`config.mk`:
```
export PLATFORM = sky130hd
export DESIGN_NAME = fetch_unit
export DESIGN_NICKNAME = d
export VERILOG_FILES = /design/src/rtl/fetch_unit.sv
export SDC_FILE = /design/constraint.sdc
export NUM_CORES = 1
export LEC_CHECK = 0
export CELL_PAD_IN_SITES_DETAIL_PLACEMENT = 0
export CELL_PAD_IN_SITES_GLOBAL_PLACEMENT = 1
export CORE_ASPECT_RATIO = 0.8
export CORE_MARGIN = 5
export CORE_UTILIZATION = 38
export DETAILED_ROUTE_END_ITERATION = 6
export PLACE_DENSITY = 0.74
export SLEW_MARGIN = 20
export SYNTH_ARGS = -nofsm -noshare
export SYNTH_HDL_FRONTEND = slang
export SYNTH_SLANG_ARGS = --single-unit
```
`constraint.sdc`:
```
create_clock -name clk -period 10.6 [get_ports clk]
set_input_delay 2.65 -clock clk [delete_from_list [all_inputs] [get_ports clk]]
set_output_delay 2.65 -clock clk [all_outputs]
set_load 0.1 [all_outputs]
```
`src/rtl/fetch_unit.sv`:
```
// Instruction fetch stage: owns the PC, captures {instr, pc, pc+4} into a small FIFO
// and presents the head to decode over valid/ready; redirects flush and reload the PC.
module fetch_unit #(
   parameter logic [31:0] RESET_PC = 32'h0000_0000,
   parameter int          DEPTH    = 2
) (
   input  logic        clk,
   input  logic        reset,
   output logic [31:0] imem_addr,
   input  logic [31:0] imem_data,
   input  logic        redirect_valid,
   input  logic [31:0] redirect_pc,
   output logic        out_valid,
   input  logic        out_ready,
   output logic [31:0] out_instr,
   output logic [31:0] out_pc,
   output logic [31:0] out_pc_plus4,
   output logic        halted
);

   localparam int          AW         = (DEPTH > 1) ? $clog2(DEPTH) : 1;
   localparam logic [AW:0] FULL_COUNT = (AW+1)'(DEPTH);

   localparam logic [0:0] ST_RUN  = 1'b0;
   localparam logic [0:0] ST_HALT = 1'b1;

   logic [0:0]    state;
   logic [31:0]   pc;
   logic [AW:0]   count;
   logic [AW-1:0] wr_ptr;
   logic [AW-1:0] rd_ptr;
   logic [31:0]   instr_q [DEPTH];
   logic [31:0]   pc_q    [DEPTH];
   logic [31:0]   pc4_q   [DEPTH];

   logic push;
   logic pop;
   logic do_redirect;

   // A redirect blocks the head even in HALT so decode never sees a stale entry that cycle.
   assign do_redirect = redirect_valid && (state == ST_RUN);
   assign out_valid   = (count != '0) && !redirect_valid;
   assign pop         = out_valid && out_ready;
   assign push        = (state == ST_RUN) && !redirect_valid && ((count < FULL_COUNT) || pop);

   assign imem_addr    = pc;
   assign out_instr    = instr_q[rd_ptr];
   assign out_pc       = pc_q[rd_ptr];
   assign out_pc_plus4 = pc4_q[rd_ptr];
   assign halted       = (state == ST_HALT);

   // The link address is stored rather than added at the head so it reads zero out of reset.
   always_ff @(posedge clk) begin
      if (reset) begin
         state  <= ST_RUN;
         pc     <= RESET_PC;
         count  <= '0;
         wr_ptr <= '0;
         rd_ptr <= '0;
         for (int i = 0; i < DEPTH; i++) begin
            instr_q[i] <= '0;
            pc_q[i]    <= '0;
            pc4_q[i]   <= '0;
         end
      end else if (do_redirect) begin
         count  <= '0;
         wr_ptr <= '0;
         rd_ptr <= '0;
         pc     <= {redirect_pc[31:2], 2'b00};
         if (redirect_pc[1:0] != 2'b00) begin
            state <= ST_HALT;
         end
      end else begin
         if (push) begin
            instr_q[wr_ptr] <= imem_data;
            pc_q[wr_ptr]    <= pc;
            pc4_q[wr_ptr]   <= pc + 32'd4;
            wr_ptr          <= wr_ptr + AW'(1);
            pc              <= pc + 32'd4;
         end
         if (pop) begin
            rd_ptr <= rd_ptr + AW'(1);
         end
         case ({push, pop})
            2'b10:   count <= count + (AW+1)'(1);
            2'b01:   count <= count - (AW+1)'(1);
            default: count <= count;
         endcase
      end
   end

endmodule

```
Yosys cells after proc, flatten, opt, wreduce, memory -nomap -nowiden. Memory sizes are Yosys's and may differ from the RTL's. A register that Yosys moved wholly into a read port is not among the register bits. Index checks and enable logic that the tools add are counted.

$add $sub $neg: 5. Order comparisons: 1. Equality and inequality tests: 2. Multiplexer cells: 24. Bitwise logic cells: 1. Reductions and logical operators: 16.

Operators by type and width (count): 32-bit two-way mux (5); 32-bit OR reduction (3); 32-bit by 3-bit adder with 32-bit output, second input constant (1); 1-bit two-way mux (18); 2-bit nonzero test (4); 1-bit logical AND (5); 2-bit one-hot mux with 2 select lines (1); 1-bit adder, second input constant (2); 2-bit by 1-bit adder with 2-bit output, second input constant (1); 2-bit by 1-bit == test with 1-bit output, second input constant (1); 2-bit == test, second input constant (1); 2-bit less-than comparator, second input constant (1); 2-bit AND reduction (1); 2-bit OR reduction (1); 2-bit by 1-bit subtractor with 2-bit output, second input constant (1); 1-bit zero test (1); 1-bit logical OR (1); 1-bit inverter (1).

Flip-flop bits (word level): 37. Bits in writable memories: 192. Word-level logic and storage cells: 58. Memories kept: 3.

Memories: instr_q (depth 2, bits a word 32, read ports 1, clocked after Yosys merged registers in 1, write ports 2, line 32) `logic [31:0] instr_q [DEPTH];`; pc4_q (depth 2, bits a word 32, read ports 1, clocked after Yosys merged registers in 1, write ports 2, line 34) `logic [31:0] pc4_q [DEPTH];`; pc_q (depth 2, bits a word 32, read ports 1, clocked after Yosys merged registers in 1, write ports 2, line 33) `logic [31:0] pc_q [DEPTH];`.

Longest topological paths before layout. Gate-level depths: netlist (run 1).

Depth after elaboration: 11. Mapped depth: 10. Mapped depth without buffers: 8.

Worst setup path after synthesis (run 1). No wires, ideal clock.

Path type: input port to flip-flop. Start point: input port redirect_valid. End point: memory instr_q[0][0] (enable). Arrival: 9941 ps. Data required time: 9930 ps. Slack: -10 ps. Stages: 6. Cell sequence: or2_0 clkbuf_8 nor2_4 inv_1 clkbuf_1 o21ai_0.

RTL lines: start: declaration (line 11) `input logic redirect_valid,`; end: declaration (line 32).

Worst setup path after layout (run 1).
Start point: input port redirect_valid. End point: output port out_valid.

Cells in the longest elaborated chain, start to end: 2.

Ends and longest elaborated chain: 1-bit zero test (line 42) `assign out_valid = (count != '0) && !redirect_valid;`; 1-bit logical AND (line 42); end: declaration (line 13) `output logic out_valid,`.

No other way between the ends.

==> results of run 1 <==
## area by class of cell
| type | count | area (µm²) | area share [%] |
|---|---|---|---|
| Timing Repair Buffer | 204 | 2000 | 14.7 |
| Sequential cell | 220 | 6250 | 45.7 |
| Clock inverter | 13 | 189 | 1.38 |
| Tap cell | 370 | 463 | 3.39 |
| Multi-Input combinational cell | 577 | 4050 | 29.6 |
| Clock buffer | 32 | 652 | 4.77 |
| Inverter | 16 | 60.1 | 0.439 |
## metrics by stage
stage	total power [µW]	utilization (%)	hold WS (ns)	cells	worst slack [ns]
2_1_floorplan	1480	-	0.520	895	2.47
3_3_place_gp	1630	45.6	0.487	1387	3.46
3_5_place_dp	1630	45.6	0.494	1387	3.45
4_1_cts	2530	48.5	0.505	1432	3.44
5_1_grt	2590	48.6	0.542	1432	3.39
6_report	2500	48.6	0.504	1432	3.44
## metal layers
metal	part of all wire [%]	wire length, µm
met5	0	0
met4	2.4	703
met3	7.9	2360
met2	44	13200
met1	46	13600
## synthesized netlist by cell type (all sizes together), types with 3 or more instances
library cell | instances | area share (%)
nor3 | 15 | 0.70
a31oi | 7 | 0.41
xor2 | 5 | 0.41
xnor2 | 12 | 0.98
or3 | 9 | 0.53
nand2b | 10 | 0.58
a21oi | 35 | 1.6
dfxtp | 36 | 6.7
o211ai | 10 | 0.70
and2 | 109 | 6.4
a21o | 3 | 0.21
o22ai | 3 | 0.17
buf | 20 | 1.2
nand4b | 5 | 0.41
o21ai | 15 | 0.70
nand3 | 19 | 0.88
a32oi | 4 | 0.33
a2bb2oi | 8 | 0.65
mux2i | 6 | 0.56
nor4 | 12 | 0.76
o31ai | 4 | 0.28
o311ai | 3 | 0.24
and4 | 3 | 0.26
edfxtp | 184 | 51
or4 | 7 | 0.56
mux2 | 92 | 9.6
or4b | 4 | 0.37
clkbuf | 62 | 3.2
nand2 | 43 | 1.5
a22oi | 6 | 0.42
inv | 16 | 0.56
o2111ai | 8 | 0.65
and3 | 8 | 0.49
nor2 | 58 | 2.1
a311o | 3 | 0.28
nand4 | 22 | 1.4
## worst paths after layout
| kind | cells past startpoint | endpoint | startpoint | slack (ns) |
|---|---|---|---|---|
| worst max-delay path | 3 | out_valid | redirect_valid | 3.44 |
| worst min-delay path | 2 | halted | halted | 0.50 |
| worst max register to register | 7 | instr_q[1][12] | halted | 7.43 |
| worst min register to register | 2 | halted | halted | 0.50 |
## kinds of logic after synthesis
logic type,Yosys count
multiplexers,98
adder cells (fa/ha/maj),2
buffers and inverters,98
AO/OA/AOI/OAI,123
flip-flops,220
AND/OR/NAND/NOR,331
XOR/XNOR,17
other,1
## registers in the layout, summed over array words and instances (netlist names), named ones only
name       count
rd_ptr         1
imem_addr     30
halted         1
count          2
instr_q       64
pc4_q         60
wr_ptr         1
pc_q          60
## power groups by stage
stage | registers, µW | clock network, µW | logic (µW)
final | 1040 | 894 | 568
after global routing | 1050 | 947 | 590
after CTS | 1040 | 912 | 573
after detailed placement | 1060 | 0 | 571
after global placement | 1060 | 0 | 571
after floorplan | 1100 | 0 | 379
## critical path, cell delays in order
cell and delay, ns:
clkdlybuf4s50_1 0.46, o21ba_2 0.26, clkdlybuf4s50_1 1.13
==> out/results.tsv, run 1 <==
stage	metric	value	unit
run_status	status	finished, final reports clean	
worst_setup_path	crit_path_end_kind	output port	
finish	final_cell_area	13700	µm²
logic_synthesis	yosysUniqueCellTypes	69	
global_route	grt.met2_usage	27.8	%
clocking	h-tree-depth	1	
clocking	cts_hold_buffers	0	
logic_synthesis	synth_top_family_by_area	simple AND/OR/NAND/NOR gates	
power	p_per_area	183	nW/µm²
power	internal_power	1690	µW
global_route	grt-ovfl-total	0	
clocking	cts-resized-gates	0	
floorplanning	core-area	28100	µm²
logic_synthesis	syn_area_per_cell	12.1	µm²
sta	min_period	7.16	ns
floorplanning	die_y	161	µm
logic_synthesis	synth-compound-area-share	7.77	%
global_route	gr-usage-met3	3.92	%
finish	nets	1114	
finish	nFillCells	2522	
clocking	cts_buffers	25	
global_route	grt_usage	18.4	%
clocking	clock_latency	0.53	ns
logic_synthesis	synth_cells	890	
logic_synthesis	synthAdderAreaFrac	0.232	%
power	power_frac_seq	41.6	%
sta	final_max_slew_viol_count	0	
global_route	grt_pass1_vias	7615	
sta	grt_setup_unrepaired	no	
logic_synthesis	async_reset_ff_share	0	%
worst_setup_path	cp_data_arrival_time	4.51	ns
route	dr.pass1.iters	5	
route	via_per_inst	5.36	
finish	n_antenna_cell	0	
worst_setup_path	worstPathMaxFanout	5	
power	p_leak	0.00475	µW
global_route	grt_pass1_wl	45.8	mm
route	drc_errors	0	
worst_setup_path	crit_required	7.95	ns
route	wire_per_inst	20.9	µm
clocking	cts_tree	yes	
power	switching_share	32.3	%
global_route	top_usage_layer	met2	
floorplanning	initial_core_util	38.3	%
finish	layout_common_cells	190 x clkdlybuf4s50_1, 184 x edfxtp_1, 107 x and2_1	
logic_synthesis	syn-cell-area	10800	µm²
placement	routabilityCongestion	0.792	
finish	drive_gt1_share	15.3	%
job	maxCapViolCount	0	
global_route	use_met1	27.2	%
floorplanning	pin_count	198	
clocking	cts_setup_buffers	0	
logic_synthesis	yosys.area_share.simple	17.4	%
route	via_count	7672	
power	power_frac_comb	22.7	%
logic_synthesis	ys_ff_latch	220	
logic_synthesis	synth_mux_area_share	10.2	%
sta	min_period_over_period	67.5	%
clocking	cts_buffer_depth	3	
worst_setup_path	cp-start-kind	primary input	
global_route	antenna_found_initial	0	
global_route	grt_max_degree	68	
route	wirelength	29.9	mm
sta	max_freq	140	MHz
sta	final.setup.tns	0	ns
logic_synthesis	ys_warn_count	0	
worst_setup_path	crit_type	in2out	
placement	dpl_cell_area	12800	µm²
power	ir_worst_vdd	0.114	mV
finish	final_common_cell	clkdlybuf4s50_1	
floorplanning	rows	55	
clocking	cts_root_buf	clkbuf_16	
route	first_iter_violations	553	
placement	numPortBuffers	191	
hold_path	min_path_type	reg2reg	
clocking	clock-sinks	220	
route	ant_nets	0	
sta	worst_pin_slew	1.12	ns
floorplanning	die_width	198	µm
finish	areaGrowthSynthToFinish	26.9	%
placement	dp_hpwl	19.3	mm
sta	maxSlewHeadroom	25.2	%
logic_synthesis	synth-xor-area-share	1.38	%
logic_synthesis	seq_area_frac_synth	58.0	%
sta	clock_skew	0.0273	ns
clocking	clkSlewWorstSetupHoldPaths	0.06	ns
logic_synthesis	synth-main-ff-cell	edfxtp_1	
logic_synthesis	synth_edf_count	184	
power	p_switching	808	µW
sta	hold_viol	0	
sta	setup-violations-final	0	
power	clock_power_share	35.7	%
floorplanning	dieArea	31800	µm²
No activity file was read; power rests on OpenSTA's default activity.
==> run 2, diff against run 1 <==
Clock period 10.6 ns to 6.1 ns, I/O delays scaled along.
==> run 2 against run 1 <==
- critical path depth grew 1
- clock skew down 0.015 ns
- flip-flop and latch count did not move
- critical path type is now reg2out
==> out/results.tsv, run 2 (same netlist as run 1, synthesis figures left out) <==
stage	metric	value	unit	change
clocking	clock_latency	0.52	ns	about the same
global_route	grt-ovfl-total	0		unchanged
placement	dpl_cell_area	12800	µm²	+0.14%
sta	maxSlewHeadroom	29.5	%	+4.3 points
finish	largest_reg_flops	64		unchanged
placement	dp_hpwl	19.4	mm	+0.67%
worst_setup_path	cp-start-kind	flop		
global_route	antenna_found_initial	0		unchanged
power	p_per_area	313	nW/µm²	+71%
finish	final_common_cell	clkdlybuf4s50_1		
route	wire_per_inst	20.5	µm	-1.7%
run_status	status	finished, final reports clean		
sta	clock_skew	0.0127	ns	-0.0146 ns
global_route	grt_pass1_vias	7442		-2.3%
route	wirelength	29.4	mm	-1.6%
hold_path	min_path_type	reg2reg		
floorplanning	rows	55		unchanged
clocking	cts-resized-gates	0		unchanged
global_route	grt_pass1_wl	45.3	mm	-1.0%
finish	largest-register	instr_q		
worst_setup_path	worstPathMaxFanout	39		+34
clocking	cts_setup_buffers	0		unchanged
power	ir_worst_vdd	0.202	mV	+78%
sta	final_max_slew_viol_count	0		unchanged
worst_setup_path	crit_type	reg2out		
finish	layout.cells.non_filler	1434		+0.14%
floorplanning	die_y	161	µm	unchanged
placement	dp_cells	1388		+0.072%
clocking	clock-sinks	220		unchanged
power	p_leak	0.00476	µW	+0.13%
sta	worst_pin_slew	1.05	ns	-0.0645 ns
finish	drive_gt1_share	15.6	%	+0.36 points
power	p_total	4280	µW	+71%
placement	routabilityCongestion	0.816		+3.1%
clocking	cts_root_buf	clkbuf_16		
job	maxCapViolCount	0		unchanged
route	first_iter_violations	511		-7.6%
placement	numPortBuffers	191		unchanged
sta	hold_viol	0		unchanged
clocking	clkSlewWorstSetupHoldPaths	0.07	ns	about the same
worst_setup_path	cp_data_arrival_time	3.24	ns	-1.27 ns
worst_setup_path	crit_path_end_kind	output port		
finish	final_cell_area	13700	µm²	unchanged
route	via_count	7624		-0.63%
finish	reg.largest.list	instr_q x64, pc4_q x60, pc_q x60		
clocking	h-tree-depth	1		unchanged
clocking	cts_buffers	24		-4.0%
route	dr.pass1.iters	5		unchanged
finish	seqCellArea	6250	µm²	unchanged
finish	nFillCells	2527		+0.20%
global_route	grt_usage	18.1	%	-0.31 points
sta	grt_setup_unrepaired	no		
finish	nets	1115		+0.090%
floorplanning	pin_count	198		unchanged
sta	setup-violations-final	0		unchanged
floorplanning	core-area	28100	µm²	unchanged
worst_setup_path	reg2reg_depth	5		-2
clocking	cts_buffer_depth	3		unchanged
finish	layout_common_cells	189 x clkdlybuf4s50_1, 184 x edfxtp_1, 107 x and2_1		
global_route	grt_max_degree	75		+10%
sta	max_freq	210	MHz	
sta	final.setup.tns	0	ns	unchanged
clocking	cts_hold_buffers	0		unchanged
sta	min_period_over_period	78.1	%	
finish	final_core_util	48.6	%	unchanged
route	ant_nets	0		unchanged
floorplanning	dieArea	31800	µm²	unchanged
finish	multi_input_area	4050	µm²	-0.15%
worst_setup_path	crit_required	4.58	ns	-3.37 ns
finish	areaGrowthSynthToFinish	26.9	%	unchanged
clocking	cts_tree	yes		
route	drc_errors	0		unchanged
hold_path	holdPathStages	2		unchanged
sta	min_period	4.77	ns	
floorplanning	initial_core_util	38.3	%	unchanged
floorplanning	die_width	198	µm	unchanged
route	via_per_inst	5.32		-0.76%
==> run 2: cell count changes in the layout (fill, tap and decap cells not counted), sizes merged <==
cell           before  now
inv                17   16
diode               0    1
bufinv              5    3
clkdlybuf4s50     190  189
buf                14   17
clkbuf             32   34
==> run 2: metal layers <==
layer / GRT usage [%] / wire length (µm)
met4: 4.19 / 711
met1: 27.4 / 13800
met2: 26.8 / 12800
met5: 0 / 0
met3: 3.52 / 2110
==> run 2: worst paths after layout <==
check / startpoint / end / slack [ns]
setup / recovery: flop / out_instr[31] / 1.33
hold / removal: halted / halted / 0.51
setup reg to reg: imem_addr[2] / pc4_q[0][22] / 3.18
hold reg to reg: halted / halted / 0.51
==> run 2: cell type report <==
type	count	share of cell area, %
Antenna cell	1	0.0183
Clock buffer	34	4.89
Clock inverter	10	1.02
Inverter	16	0.439
Multi-Input combinational cell	577	29.6
Sequential cell	220	45.7
Tap cell	370	3.39
Timing Repair Buffer	206	14.9
==> run 2: report_power, final <==
| part | total (µW) | switching, µW | internal, µW | leakage [µW] |
|---|---|---|---|---|
| registers | 1810 | 76.0 | 1730 | 0.00224 |
| clock network | 1490 | 593 | 892 | 0.000396 |
| logic | 987 | 736 | 250 | 0.00212 |
==> run 2: critical path, stage by stage (launching register included) <==
cell and delay, ns:
dfxtp_4 0.71, buf_12 0.30, buf_4 0.31, mux2_2 0.38, clkdlybuf4s50_1 0.97
==> run 2: through the flow <==
step	setup WS (ns)	hold slack (ns)
after CTS	1.13	0.503
after floorplan	0.872	0.520
after global placement	1.73	0.487
final	1.33	0.512
after global routing	1.20	0.571
after detailed placement	1.69	0.490
